`src/rtl/cla_adder.sv`:
```
// ---------------------------------------------------------------------------
// cla_adder
//   Registered WIDTH-bit two-level carry look-ahead adder:
//   {cout, s} = a + b + cin.
//   Inside each GROUP-bit group the carries are flattened sum-of-products of
//   the per-bit generate/propagate terms and the group carry-in. The group
//   carry-ins come from a second look-ahead level over the group
//   generate/propagate (GG/GP) terms, so no carry ripples from group to group.
//   The sum, carry-out and valid flag are captured in output flops, which
//   gives a fixed one-cycle latency and one result per cycle.
//
// Parameters
//   WIDTH  operand/sum width in bits (1..32)
//   GROUP  bits per look-ahead group; the last group may be partial
//
// Ports
//   clk        in   rising-edge clock
//   rst_n      in   asynchronous active-low reset
//   a, b       in   WIDTH-bit unsigned operands
//   cin        in   carry-in
//   in_valid   in   operands valid; when low the output flops hold
//   s          out  registered sum, a+b+cin mod 2^WIDTH
//   cout       out  registered carry-out
//   out_valid  out  high when s/cout were loaded by the preceding edge
//   ovf        out  registered two's-complement overflow (only when
//                   CLA_OVERFLOW_EN is defined)
//
// Configuration
//   CLA_OVERFLOW_EN  adds the ovf output, c[WIDTH] ^ c[WIDTH-1]
// ---------------------------------------------------------------------------
module cla_adder #(
    parameter int WIDTH = 3,
    parameter int GROUP = 4
) (
    input  logic             clk,
    input  logic             rst_n,
    input  logic [WIDTH-1:0] a,
    input  logic [WIDTH-1:0] b,
    input  logic             cin,
    input  logic             in_valid,
    output logic [WIDTH-1:0] s,
    output logic             cout,
    output logic             out_valid
`ifdef CLA_OVERFLOW_EN
    ,
    output logic             ovf
`endif
);

    localparam int NG = (WIDTH + GROUP - 1) / GROUP;
    localparam int PW = NG * GROUP;

    logic [PW-1:0]    gx;
    logic [PW-1:0]    px;
    logic [NG-1:0]    gg;
    logic [NG-1:0]    gp;
    logic [NG:0]      gc;
    logic [WIDTH-1:0] c;
    logic [WIDTH-1:0] sum;
    logic             carry_out;

    // Bits above WIDTH are padded with g=0, p=1: they neither generate nor
    // kill a carry, so a partial last group behaves exactly like a short
    // group and the group carry-out equals c[WIDTH].
    always_comb begin
        gx             = '0;
        px             = '1;
        gx[WIDTH-1:0]  = a & b;
        px[WIDTH-1:0]  = a ^ b;
    end

    // Group generate/propagate: GP is the AND of all propagates in the group,
    // GG is the flattened OR of each bit's generate qualified by every
    // propagate above it in the group.
    always_comb begin
        logic term;
        logic gg_acc;
        logic gp_acc;
        term   = 1'b0;
        gg     = '0;
        gp     = '0;
        for (int k = 0; k < NG; k++) begin
            gg_acc = 1'b0;
            gp_acc = 1'b1;
            for (int j = 0; j < GROUP; j++) begin
                gp_acc = gp_acc & px[k*GROUP + j];
                term   = gx[k*GROUP + j];
                for (int m = j + 1; m < GROUP; m++) begin
                    term = term & px[k*GROUP + m];
                end
                gg_acc = gg_acc | term;
            end
            gg[k] = gg_acc;
            gp[k] = gp_acc;
        end
    end

    // Second look-ahead level: every group carry is its own flattened
    // sum-of-products over GG/GP and cin, never derived from the previous
    // group's carry.
    always_comb begin
        logic term;
        logic acc;
        term  = 1'b0;
        acc   = 1'b0;
        gc    = '0;
        gc[0] = cin;
        for (int k = 0; k < NG; k++) begin
            acc = cin;
            for (int m = 0; m <= k; m++) begin
                acc = acc & gp[m];
            end
            for (int j = 0; j <= k; j++) begin
                term = gg[j];
                for (int m = j + 1; m <= k; m++) begin
                    term = term & gp[m];
                end
                acc = acc | term;
            end
            gc[k+1] = acc;
        end
    end

    // Bit carries inside each group: the first bit takes the group carry,
    // the rest are flattened products of local g/p and the group carry-in.
    always_comb begin
        logic term;
        logic acc;
        int   base;
        int   j;
        term = 1'b0;
        acc  = 1'b0;
        base = 0;
        j    = 0;
        c    = '0;
        for (int idx = 0; idx < WIDTH; idx++) begin
            base = (idx / GROUP) * GROUP;
            j    = idx % GROUP;
            if (j == 0) begin
                c[idx] = gc[idx / GROUP];
            end else begin
                acc = gc[idx / GROUP];
                for (int m = 0; m < j; m++) begin
                    acc = acc & px[base + m];
                end
                for (int i = 0; i < j; i++) begin
                    term = gx[base + i];
                    for (int m = i + 1; m < j; m++) begin
                        term = term & px[base + m];
                    end
                    acc = acc | term;
                end
                c[idx] = acc;
            end
        end
    end

    always_comb begin
        sum       = px[WIDTH-1:0] ^ c;
        carry_out = gc[NG];
    end

    // Output stage: results load only on valid cycles; out_valid simply
    // mirrors in_valid one edge later.
    always_ff @(posedge clk or negedge rst_n) begin
        if (!rst_n) begin
            s         <= '0;
            cout      <= 1'b0;
            out_valid <= 1'b0;
        end else begin
            out_valid <= in_valid;
            if (in_valid) begin
                s    <= sum;
                cout <= carry_out;
            end
        end
    end

`ifdef CLA_OVERFLOW_EN
    // Signed overflow: carry into the sign bit differs from carry out of it.
    always_ff @(posedge clk or negedge rst_n) begin
        if (!rst_n) begin
            ovf <= 1'b0;
        end else if (in_valid) begin
            ovf <= carry_out ^ c[WIDTH-1];
        end
    end
`endif

endmodule

```
`config.mk`:
```
export PLATFORM = sky130hd
export DESIGN_NAME = cla_adder
export DESIGN_NICKNAME = d
export VERILOG_FILES = /design/src/rtl/cla_adder.sv
export SDC_FILE = /design/constraint.sdc
export NUM_CORES = 1
export LEC_CHECK = 0
export BUFFER_PORTS_ARGS = -buffer_cell sky130_fd_sc_hd__buf_2
export CAP_MARGIN = 15
export CORE_AREA = 5 5 42 44
export CTS_BUF_LIST = sky130_fd_sc_hd__clkbuf_4 sky130_fd_sc_hd__clkbuf_8 sky130_fd_sc_hd__clkbuf_16
export DETAILED_ROUTE_END_ITERATION = 16
export DIE_AREA = 0 0 47 49
export PLACE_DENSITY = 0.41
export SETUP_SLACK_MARGIN = 0.02
export SLEW_MARGIN = 5
export SYNTH_ARGS = -nofsm -noshare
export SYNTH_HDL_FRONTEND = slang
export SYNTH_SLANG_ARGS = --single-unit
export TNS_END_PERCENT = 10
```
`constraint.sdc`:
```
create_clock -name clk -period 1.6 [get_ports clk]
set_input_delay 0.08 -clock clk [delete_from_list [all_inputs] [get_ports clk]]
set_output_delay 0.08 -clock clk [all_outputs]
set_load 0.01 [all_outputs]
```
==> results.py, run 1 <==
metrics = {
    "yosys": {
        "synth_warnings": 0,
        "syn_area_per_cell_um2": 12.0,
        "syn_area_um2": 289,
        "syn-instance-count": 24,
        "synth_fp_nets": 39,
        "ys_seq_area_frac": 0.433,
        "synth.ff_latch_count": 5,
        "ys_top_cells_by_area": "dfrtp_1 43%, ha_1 17%, fa_1 6.9%",
        "synth_top_area_cell": "dfrtp_1",
        "yosys.area.top_type_share": 0.433,
        "synth_cell_type_count": 13,
    },
    "cts": {
        "clkSlewWorstSetupHoldPaths_ns": 0.04,
        "cts_buffers": 3,
        "htreeDepth": 1,
        "clock_path_buffers": 2,
        "cts.sinks": 5,
        "clkLatencyLatePin_ns": 0.24,
        "cts_setup_buffers": 0,
        "cts_root_buf": "clkbuf_4",
        "cts_tree": "done",
    },
    "sta": {
        "rsz0062_at_grt": "false",
        "setup_violations": 0,
        "setup_tns_ns": 0,
        "clock.fmax_ghz": 0.808,
        "final_max_slew_viol_count": 0,
        "hold_viol": 0,
        "worst_pin_slew_ns": 0.149,
        "timing.final.crit_share": 0.773,
        "relSlewSlack": 0.899,
        "skew_ns": 0,
        "min_period_ns": 1.24,
    },
    "power_and_ir_drop": {
        "fin_total_pwr_uw": 412,
        "powerDensity_nw_per_um2": 983,
        "power.leakage_uw": 0.000206,
        "ir_worst_vdd_mv": 0.190,
    },
    "drt": {
        "wl_per_cell_um": 10.4,
        "dr.pass1.iters": 2,
        "met3_length_um": 79,
        "met2_length_um": 276,
        "drc": 0,
        "vias_per_cell": 4.10,
        "wl_met1_um": 255,
        "vias": 242,
        "first_iter_violations": 1,
        "final_antenna_net_count": 0,
        "top_layer": "met3",
        "wl_um": 611,
    },
    "floorplanning": {
        "die_y_um": 49,
        "io_pins": 15,
        "start_util": 0.206,
        "core_um2": 1400,
        "dieArea_um2": 2300,
        "num_rows": 14,
        "die_x_um": 47,
    },
    "setup_path": {
        "arrival_ns": 1.37,
        "cp-start-kind": "input pin",
        "worstPathBufferInverterCount": 1,
        "path_max_fanout": 2,
        "critPathMostFrequentCell": "ha_1",
        "slowest_stage": "ha_1",
        "path_cells": "buf_2 -> ha_1 -> ha_1 -> o21a_1 -> or3_1 -> a31o_1",
        "critPathKind": "input pin to flip-flop",
        "critPathRequiredTime_ns": 1.73,
        "cp-end-kind": "flip-flop",
        "cp_slowest_stage_delay_ns": 0.31,
        "cp_top_family": "adder cells",
    },
    "finish": {
        "antenna_cells": 0,
        "fin_nets": 59,
        "area_growth_pct": 45.0,
        "drive_gt1_frac": 0.465,
    },
    "grt": {
        "track_usage": 0.0644,
        "grt_pass1_wl_um": 1010,
        "antenna_found_initial": 0,
        "grt_start_max_net_pins": 9,
        "grt.overflow.total": 0,
        "first_global_vias": 243,
    },
    "outcome": {
        "status": "finished clean",
    },
    "min_path": {
        "hp-class": "input pin to flip-flop",
    },
    "placement": {
        "port_buffers": 14,
        "place.gp.congestion": 0.653,
    },
    "run": {
        "max-cap-violations": 0,
    },
}
## synth_stat cells (all sizes together)
| library cell | n |
|---|---|
| a211o | 1 |
| nor2b | 1 |
| nor2 | 2 |
| o21a | 2 |
| or3 | 1 |
| a31o | 1 |
| o21ai | 1 |
| mux2 | 1 |
| fa | 1 |
| xnor2 | 1 |
| a21oi | 3 |
| ha | 4 |
| dfrtp | 5 |
## logic make-up after synthesis
kind of cell	share of synthesized area
AOI/OAI and AO/OA	0.186
adders and majority gates	0.242
DFF	0.433
muxes	0.0390
and+or+nand+nor	0.0693
xor gates and xnor gates	0.0303
## through the flow
step                 util  hold WS [ns]  std cells  worst slack, ns  area [µm²]
global placement    0.271        -0.103         54            0.123         379
global route        0.299        0.0440         59            0.290         419
CTS                 0.299        0.0324         59            0.363         419
finish              0.299        0.0422         59            0.363         419
floorplan               -        -0.216         24            0.278         289
detailed placement  0.271        -0.101         54            0.105         379
## area by class of cell
type	instances	area [µm²]
clock buffers	4	30.0
fillers	162	982
multi-input cells	19	164
repair buffers	15	80.1
well taps	16	20.0
flip-flops and latches	5	125
## flip-flops by register name, indices dropped and copies added, names as in the netlist
name	flops
cout	1
s	3
out_valid	1
## routing by layer
metal  track usage  vias up
li1              -      127
met2        0.0679       12
met4        0.0829        0
met5             0        -
met3        0.0185        0
met1        0.0848      103
## cell usage in the layout, fill, tap and decap left out
cell type      count
clkbuf_4           4
buf_2             14
nor2b_1            1
xnor2_1            1
o21a_1             2
a211o_2            1
o21ai_0            1
nor2_1             2
dlygate4sd3_1      1
fa_1               1
ha_1               4
or3_1              1
mux2_2             1
dfrtp_1            5
a21oi_1            3
a31o_1             1
## final timing paths
path / endpoint / slack [ns] / from / depth (start not counted)
worst max-delay path: s[2] / 0.36 / a[0] / 6
worst min-delay path: out_valid / 0.04 / in_valid / 1
worst max register to register: s[2] / 0.82 / s[2] / 2
worst min register to register: s[0] / 0.50 / s[0] / 1
max in group asynchronous: s[1] / 1.28 / rst_n / 2
min in group asynchronous: s[2] / 0.19 / rst_n / 2
## power breakdown
group	internal [µW]	leakage (µW)	switching (µW)	total, µW
sequential	145	0.0000580	7.41	152
clock	111	0.0000184	49.1	160
combinational	51.4	0.000129	48.1	99.5
total	307	0.000206	105	412
## repair_timing
item | 4_1_cts | 5_1_grt
hold endpoints to repair | 5 | 0
gates resized for setup | 0 | 0
setup endpoints to repair | 0 | 0
hold buffers | 1 | 0
No activity file was read; power rests on OpenSTA's default activity.
==> run 2, diff against run 1 <==
ABC_AREA = 1   (was not set)
PLACE_DENSITY = 0.43   (was 0.41)
clock period = 1.23 ns   (was 1.6 ns; I/O delays follow)
==> run 2 against run 1 <==
  * Non-clock buffer count grew 1
  * Combinational power grew 33%
  * Register-to-register slack lost 0.19 ns
  * Worst setup slack lost 0.093 ns
  * Core utilization grew 2.6 points
  * Critical endpoint is now cout
==> results.py, run 2 <==
metrics = {
    "run": {
        "max-cap-violations": 0,
    },
    "grt": {
        "first_global_vias": 310,
        "grt.met2_usage": 0.111,
        "grt-busiest-layer": "met2",
        "met1_usage": 0.0805,
        "grt_start_max_net_pins": 7,
        "grt.overflow.total": 0,
        "grt_pass1_wl_um": 1210,
        "track_usage": 0.0729,
        "antenna_found_initial": 0,
        "grt_util_met3": 0,
    },
    "placement": {
        "port_buffers": 14,
        "dp_hpwl_um": 553,
        "place.gp.congestion": 0.691,
    },
    "drt": {
        "vias": 293,
        "wl_um": 635,
        "vias_per_cell": 4.01,
        "dr.pass1.iters": 2,
        "final_antenna_net_count": 0,
        "wl_per_cell_um": 8.70,
        "drc": 0,
        "first_iter_violations": 1,
    },
    "yosys": {
        "syn_area_per_cell_um2": 8.52,
        "ys_seq_area_frac": 0.397,
        "synth_edf_count": 0,
        "synth_fp_nets": 52,
        "synth_warnings": 0,
        "yosys_most_used_dff": "dfrtp_1",
        "syn_area_um2": 315,
        "synth_top_area_cell": "dfrtp_1",
        "yosysMostFrequentCell": "nand2_1",
        "syn-instance-count": 37,
        "synth_cell_type_count": 11,
        "yosys.area.top_type_share": 0.397,
        "synth_common_cells": "12 x nand2_1, 5 x dfrtp_1, 5 x inv_1, 5 x nand3_1, 4 x ha_1",
        "async_flop_share": 1.00,
        "synth.ff_latch_count": 5,
        "ys_top_cells_by_area": "dfrtp_1 40%, ha_1 16%, nand2_1 14%",
    },
    "finish": {
        "multi_input_area_um2": 171,
        "area_growth_pct": 44.4,
        "fill_cells": 176,
        "seqCellArea_um2": 125,
        "largest_reg_flops": 3,
        "antenna_cells": 0,
        "final_cell_mix": "14 x buf_2, 12 x nand2_1, 5 x inv_1, 5 x nand3_1, 5 x dfrtp_1",
        "fin_nets": 73,
        "largestRegisters": "s (3), cout (1), out_valid (1)",
        "layout_commonest_cell": "buf_2",
        "top_register": "s",
        "drive_gt1_frac": 0.316,
    },
    "setup_path": {
        "crit_start": "in_valid",
        "path_cells": "dlygate4sd3_1 -> buf_2 -> inv_1 -> o21bai_1 -> nand2_1",
        "critPathKind": "input pin to flip-flop",
        "r2r_start": "s[1]",
        "critPathRequiredTime_ns": 1.35,
        "path_max_fanout": 6,
        "arrival_ns": 1.08,
        "cp_slowest_stage_delay_ns": 0.53,
        "slowest_stage": "dlygate4sd3_1",
        "cp-start-kind": "input pin",
        "worstPathBufferInverterCount": 3,
        "cp_top_family": "buffers and inverters",
        "cp-end-kind": "flip-flop",
    },
    "power_and_ir_drop": {
        "power.leakage_uw": 0.000257,
        "fin_total_pwr_uw": 532,
        "ir_worst_vdd_mv": 0.296,
        "powerDensity_nw_per_um2": 1170,
    },
    "floorplanning": {
        "io_pins": 15,
        "num_rows": 14,
        "die_y_um": 49,
        "core_um2": 1400,
        "dieArea_um2": 2300,
        "die_x_um": 47,
        "start_util": 0.225,
    },
    "sta": {
        "clock.fmax_ghz": 1.04,
        "timing.final.crit_share": 0.780,
        "setup_violations": 0,
        "setup_tns_ns": 0,
        "rsz0062_at_grt": "false",
        "hold_viol": 0,
        "worst_pin_slew_ns": 0.176,
        "relSlewSlack": 0.882,
        "final_max_slew_viol_count": 0,
        "min_period_ns": 0.960,
        "skew_ns": 0,
    },
    "cts": {
        "clkSlewWorstSetupHoldPaths_ns": 0.04,
        "htreeDepth": 1,
        "cts_root_buf": "clkbuf_4",
        "cts_buffers": 3,
        "clkLatencyLatePin_ns": 0.23,
        "cts.sinks": 5,
        "clock_path_buffers": 2,
        "cts_tree": "done",
        "cts_setup_buffers": 0,
    },
    "outcome": {
        "status": "finished clean",
    },
    "min_path": {
        "hp-class": "input pin to asynchronous set/reset pin",
    },
}
[run 2: cells by family after synthesis]
logic type / after synthesis / share of synthesized area
adder cells (fa/ha/maj): 5 / 0.222
AO/OA/AOI/OAI: 2 / 0.0397
buffers and inverters: 5 / 0.0595
AND/OR/NAND/NOR: 19 / 0.254
XOR/XNOR: 1 / 0.0278
flip-flops: 5 / 0.397
[run 2: through the flow]
stage / util / hold slack [ns] / area, µm² / setup slack [ns] / instances
final: 0.325 / 0.166 / 455 / 0.270 / 73
after detailed placement: 0.289 / -0.120 / 405 / 0.132 / 67
after global routing: 0.325 / 0.190 / 455 / 0.166 / 73
after global placement: 0.289 / -0.120 / 405 / 0.146 / 67
after CTS: 0.325 / 0.160 / 455 / 0.276 / 73
after floorplan: - / -0.234 / 315 / 0.320 / 37
[run 2: worst paths after layout]
| check | to | slack [ns] | cells past startpoint |
|---|---|---|---|
| setup / recovery | cout | 0.27 | 5 |
| hold / removal | s[1] | 0.17 | 2 |
| max in group asynchronous | out_valid | 0.94 | 2 |
| min in group clk | s[0] | 0.22 | 4 |
| hold reg to reg | s[0] | 0.47 | 2 |
| setup reg to reg | s[1] | 0.63 | 2 |
[run 2: cell type report]
cell class | instances | share of cell area
clock buffer | 4 | 0.0659
tap | 16 | 0.0440
multi-input combinational | 27 | 0.376
timing repair buffer | 16 | 0.198
inverter | 5 | 0.0412
sequential | 5 | 0.275
[run 2: layer usage]
metal | vias to the layer above | share of wire
met5 | - | 0
met3 | 2 | 0.066
met1 | 124 | 0.40
met4 | 0 | 0.030
li1 | 158 | -
met2 | 9 | 0.50
[run 2: repair_timing]
action	in CTS	in global routing
endpoints found under the hold margin	6	0
resized for setup	0	0
hold buffers	2	0
[run 2: where the power goes]
group / switching [µW] / internal (µW) / leakage, µW / total (µW)
logic: 69.7 / 61.9 / 0.000178 / 132
registers: 9.33 / 187 / 0.0000604 / 197
clock network: 59.4 / 144 / 0.0000184 / 204
total: 138 / 393 / 0.000257 / 532
[run 2: worst reg2reg max path, cell delays in order (launching register included)]
cell,delay [ns]
dfrtp_1,0.36
nand2_1,0.06
o21ai_1,0.05
